[src/rtl/vga_sync_decoder.sv]
// vga_sync_decoder: recovers pixel position and active-video flag from VGA sync trains,
// measures line/frame periods against nominal timing and reports lock and sticky errors.
module vga_sync_decoder #(
    parameter int H_RETRACE    = 96,
    parameter int H_BACK_PORCH = 48,
    parameter int H_WIDTH      = 640,
    parameter int H_TOTAL      = 800,
    parameter int V_RETRACE    = 2,
    parameter int V_BACK_PORCH = 33,
    parameter int V_WIDTH      = 480,
    parameter int V_TOTAL      = 525,
    parameter int LOCK_FRAMES  = 2
) (
    input  logic       clk,
    input  logic       reset,
    input  logic       h_sync_in,
    input  logic       v_sync_in,
    output logic [9:0] pixel_x,
    output logic [9:0] pixel_y,
    output logic       enable_pixel,
    output logic       locked,
    output logic [9:0] h_period,
    output logic [9:0] v_period,
    output logic       h_error,
    output logic       v_error
);
    localparam logic [9:0] X_FIRST = 10'(H_RETRACE + H_BACK_PORCH);
    localparam logic [9:0] X_LAST  = 10'(H_RETRACE + H_BACK_PORCH + H_WIDTH - 1);
    localparam logic [9:0] Y_FIRST = 10'(V_RETRACE + V_BACK_PORCH);
    localparam logic [9:0] Y_LAST  = 10'(V_RETRACE + V_BACK_PORCH + V_WIDTH - 1);
    localparam logic [9:0] HT      = 10'(H_TOTAL);
    localparam logic [9:0] HR      = 10'(H_RETRACE);
    localparam logic [9:0] VT      = 10'(V_TOTAL);
    localparam logic [9:0] VR      = 10'(V_RETRACE);
    localparam logic [2:0] LF      = 3'(LOCK_FRAMES);

    logic       h_q, v_q, h_seen, v_seen, frame_bad;
    logic [9:0] x_cnt, y_cnt;
    logic [2:0] good_cnt;
    logic       hf, hr, vf, vr, line_bad, frame_err, frame_ok, timeout;
    logic [9:0] h_len, v_len;
    logic [2:0] good_next;

    // h_len/v_len are the saturated "count + 1", i.e. the measured length ending on this edge
    always_comb begin
        hf        = h_q & ~h_sync_in;
        hr        = ~h_q & h_sync_in;
        vf        = v_q & ~v_sync_in;
        vr        = ~v_q & v_sync_in;
        h_len     = (x_cnt == 10'h3ff) ? x_cnt : x_cnt + 10'd1;
        v_len     = (y_cnt == 10'h3ff) ? y_cnt : y_cnt + 10'd1;
        line_bad  = h_seen & ((hf & (h_len != HT)) | (hr & (h_len != HR)));
        frame_err = v_seen & ((vf & ((v_len != VT) | ~hf | frame_bad)) | (vr & (v_len != VR)));
        frame_ok  = vf & v_seen & ~frame_err;
        timeout   = x_cnt == 10'h3ff;
        good_next = (good_cnt == 3'd7) ? good_cnt : good_cnt + 3'd1;
    end

    always_ff @(posedge clk) begin
        if (reset) begin
            h_q          <= 1'b0;
            v_q          <= 1'b0;
            h_seen       <= 1'b0;
            v_seen       <= 1'b0;
            frame_bad    <= 1'b0;
            x_cnt        <= '0;
            y_cnt        <= '0;
            good_cnt     <= '0;
            pixel_x      <= '0;
            pixel_y      <= '0;
            enable_pixel <= 1'b0;
            locked       <= 1'b0;
            h_period     <= '0;
            v_period     <= '0;
            h_error      <= 1'b0;
            v_error      <= 1'b0;
        end else begin
            h_q          <= h_sync_in;
            v_q          <= v_sync_in;
            x_cnt        <= hf ? '0 : h_len;
            y_cnt        <= vf ? '0 : hf ? v_len : y_cnt;
            pixel_x      <= x_cnt;
            pixel_y      <= y_cnt;
            enable_pixel <= locked && x_cnt >= X_FIRST && x_cnt <= X_LAST
                            && y_cnt >= Y_FIRST && y_cnt <= Y_LAST;
            if (hf) h_seen <= 1'b1;
            if (hf && h_seen) h_period <= h_len;
            if (vf) v_seen <= 1'b1;
            if (vf && v_seen) v_period <= v_len;
            // a bad line taints the frame in progress; vF starts a clean one
            frame_bad    <= line_bad | (frame_bad & ~vf);
            h_error      <= h_error | line_bad;
            v_error      <= v_error | frame_err;
            if (line_bad || frame_err || timeout) begin
                locked   <= 1'b0;
                good_cnt <= '0;
            end else if (frame_ok) begin
                good_cnt <= good_next;
                if (good_next >= LF) locked <= 1'b1;
            end
        end
    end
endmodule

[config.mk]
export PLATFORM = sky130hd
export DESIGN_NAME = vga_sync_decoder
export DESIGN_NICKNAME = d
export VERILOG_FILES = /design/src/rtl/vga_sync_decoder.sv
export SDC_FILE = /design/constraint.sdc
export NUM_CORES = 1
export LEC_CHECK = 0
export BUFFER_PORTS_ARGS = -buffer_cell sky130_fd_sc_hd__buf_2
export CAP_MARGIN = 15
export CORE_MARGIN = 2
export CORE_UTILIZATION = 30
export CTS_CLUSTER_SIZE = 28
export DETAILED_ROUTE_END_ITERATION = 8
export SLEW_MARGIN = 25
export SYNTH_ARGS = -nofsm -noshare
export SYNTH_HDL_FRONTEND = slang
export SYNTH_SLANG_ARGS = --single-unit
export TNS_END_PERCENT = 20
[constraint.sdc]
create_clock -name clk -period 2.5 [get_ports clk]
set_input_delay 0.625 -clock clk [delete_from_list [all_inputs] [get_ports clk]]
set_output_delay 0.625 -clock clk [all_outputs]
set_load 0.005 [all_outputs]
==> flow_summary.toml <==
[status]
run_status = "finished clean"

[finish]
finalNonFillerCells = 586
area_growth_pct = 23.88
utilization = 0.3820
final_nets = 455
diodes = 0
fin_area_um2 = 3926
drive_above_1_share = 0.2333

[grt]
grt_start_max_net_pins = 41
antenna_found_initial = 0
grt_first_pass_wirelength_mm = 13.14
first_global_vias = 2567
grt_overflow = 0
grt.total_usage = 0.1471

[placement]
placed_area_um2 = 3705
dpl.cell_count = 570
place_congestion = 0.9539
port_buffers = 47
dp_slack_ns = 0.06542
dp_hpwl_mm = 5.941

[setup_path]
cp-start-kind = "flop"
worstPathArrival_ns = 2.62
reg2reg_from = "y_cnt[0]"
critical-path-max-stage-delay_ns = 0.46
path_class = "flop to flop"
endpoint_kind = "flop"
cp_max_fo = 6
worstRegToRegCells = 8
crit_top_cell = "nor3_2"
cp_data_required_time_ns = 2.78
rrSetupSlack_ns = 0.16
rr_endpoint = "good_cnt[2]"
critPathSlowestCell = "or4b_1"
crit_chain = "inv_1 -> ha_1 -> or4b_1 -> nor3_2 -> a32o_1 -> a21oi_2 -> or3_1 -> nor3_2"

[sta]
finalHoldViolCount = 0
report.final.slew_viol_count = 0
layout_setup_ws_ns = 0.1624
fmax_ghz = 0.4278
worst_slew_pin_slew_ns = 0.7183
setup_viol = 0
final.setup_skew_ns = 0.004501
period_needed_ns = 2.338
relSlewSlack = 0.5211
min_period_over_period = 0.9350

[worst_hold_path]
worstHoldStart = "v_period[0]"
hold_path.class = "flop to flop"
min_delay_worst_endpoint = "v_period[0]"
hold_path_depth = 2

[logic_synthesis]
yosysUniqueCellTypes = 50
synth_edf_count = 0
seq_area_frac_synth = 0.4548
syn_inst = 380
yosys_warnings = 0
ys_ff_latch = 72
async_flop_share = 0
synth_flop_cell = "dfxtp_1"
synth_nets = 390
synth.avg_cell_area_um2 = 8.340
netlist_area_um2 = 3169

[cts]
cts_tree = "done"
cts_sinks = 72
clockBufferDepth = 2
cts-root-buf = "clkbuf_8"
htree_num_levels = 3
tritoncts.num_buffers = 9
clock_latency_ns = 0.35
path_clk_slew_ns = 0.07

[power]
totalPowerFinal_mw = 2.206
ir_worst_vdd_v = 0.0002272
p_leak_nw = 1.581
p_per_area_nw_per_um2 = 561.9

[drt]
vias = 2873
post-route-drc-count = 0
routed_wl_mm = 8.129
ant_nets = 0
drt_iter0_drc = 256
wire_per_inst_um = 13.87
vias_per_cell = 4.903
firstDrtPassIters = 5

[run]
maxCapViolations = 0

[die]
die-area_um2 = 11400
die_width_um = 106.8
ios = 48
initial_core_util = 0.3084
core_area_um2 = 10280
row_count = 37
die_y_um = 106.8
## worst max-delay path, delay by kind of cell, from the launching register on
family,cells,cell delay (ns)
flops,1,0.38
simple gates,4,1.19
compound gates,2,0.27
buf+inv,1,0.12
fa+ha+maj,1,0.31
## logic make-up after synthesis
group	after synthesis	share of synthesized area
simple gates	186	0.2910
flops	72	0.4548
compound gates	66	0.1370
buf+inv	33	0.04461
xor+xnor	13	0.03593
fa+ha+maj	6	0.02369
mux	4	0.01303
## layer usage
| layer | wire (µm) | global-route usage | part of all wire |
|---|---|---|---|
| met2 | 3296 | 0.1924 | 0.41 |
| met4 | 201 | 0.06772 | 0.025 |
| met3 | 404 | 0.03222 | 0.050 |
| met1 | 4225 | 0.2245 | 0.52 |
| met5 | 0 | 0 | 0 |
## layout by cell type, fill, tap and decap left out, drive strengths merged, types with 6 or more instances in the layout
cell type,netlist,routed
buf,8,79
dfxtp,72,72
nor2,68,68
nand2,31,31
a21oi,31,31
nor2b,20,20
nand3,13,13
nor3,13,13
clkbuf,17,11
inv,8,8
a211oi,8,8
xnor2,7,7
nand4,7,7
and2,6,6
nand2b,6,6
nor4,6,6
xor2,6,6
ha,6,6
## through the flow
step | TNS [ns] | hold WS [ns]
final | 0 | 0.4666
after global placement | 0 | 0.4446
after detailed placement | 0 | 0.4471
after global routing | -0.01430 | 0.4984
after floorplan | 0 | 0.4456
after CTS | 0 | 0.4662
## state kept, by name, indices dropped and copies added, names as in the netlist, 3 cells and up
register and count:
pixel_y 10, pixel_x 10, v_period 10, h_period 10, good_cnt 3, x_cnt 10
y_cnt 10
## final cells by class
| type | count | area, µm² |
|---|---|---|
| Timing Repair Buffer | 79 | 475.5 |
| Fill cell | 1066 | 6351 |
| Inverter | 8 | 30.03 |
| Clock inverter | 5 | 56.30 |
| Clock buffer | 11 | 141.4 |
| Sequential cell | 72 | 1444 |
| Multi-Input combinational cell | 275 | 1609 |
| Tap cell | 136 | 170.2 |
## synth_stat cells (all sizes together) (7+ instances only)
| library cell | number | area, µm² |
|---|---|---|
| buf | 8 | 47.54 |
| a211oi | 8 | 60.06 |
| nand4 | 7 | 58.81 |
| nor2b | 20 | 125.1 |
| clkbuf | 17 | 63.81 |
| a21oi | 31 | 158.9 |
| inv | 8 | 30.03 |
| dfxtp | 72 | 1441 |
| nor2 | 68 | 255.2 |
| nor3 | 13 | 70.07 |
| xnor2 | 7 | 61.31 |
| nand2 | 31 | 116.4 |
| nand3 | 13 | 65.06 |
## where the power goes
part           internal [mW]  switching (mW)
combinational         0.0400          0.0663
sequential              1.16          0.0131
clock                  0.486           0.438
## worst max path at each step
stage / cells after the start / startpoint / endpoint
after detailed placement: 8 / y_cnt[0] / locked
final: 8 / y_cnt[0] / good_cnt[2]
after CTS: 8 / y_cnt[0] / good_cnt[1]
after floorplan: 10 / y_cnt[0] / good_cnt[2]
after global placement: 8 / y_cnt[0] / good_cnt[1]
after global routing: 8 / y_cnt[0] / locked
## repair_timing
item,CTS,global route
buffers inserted,0,0
gates resized for setup,0,4
hold buffers,0,0
hold endpoints to repair,0,0
setup endpoints to repair,0,4
(Power assumes the default switching activity.)
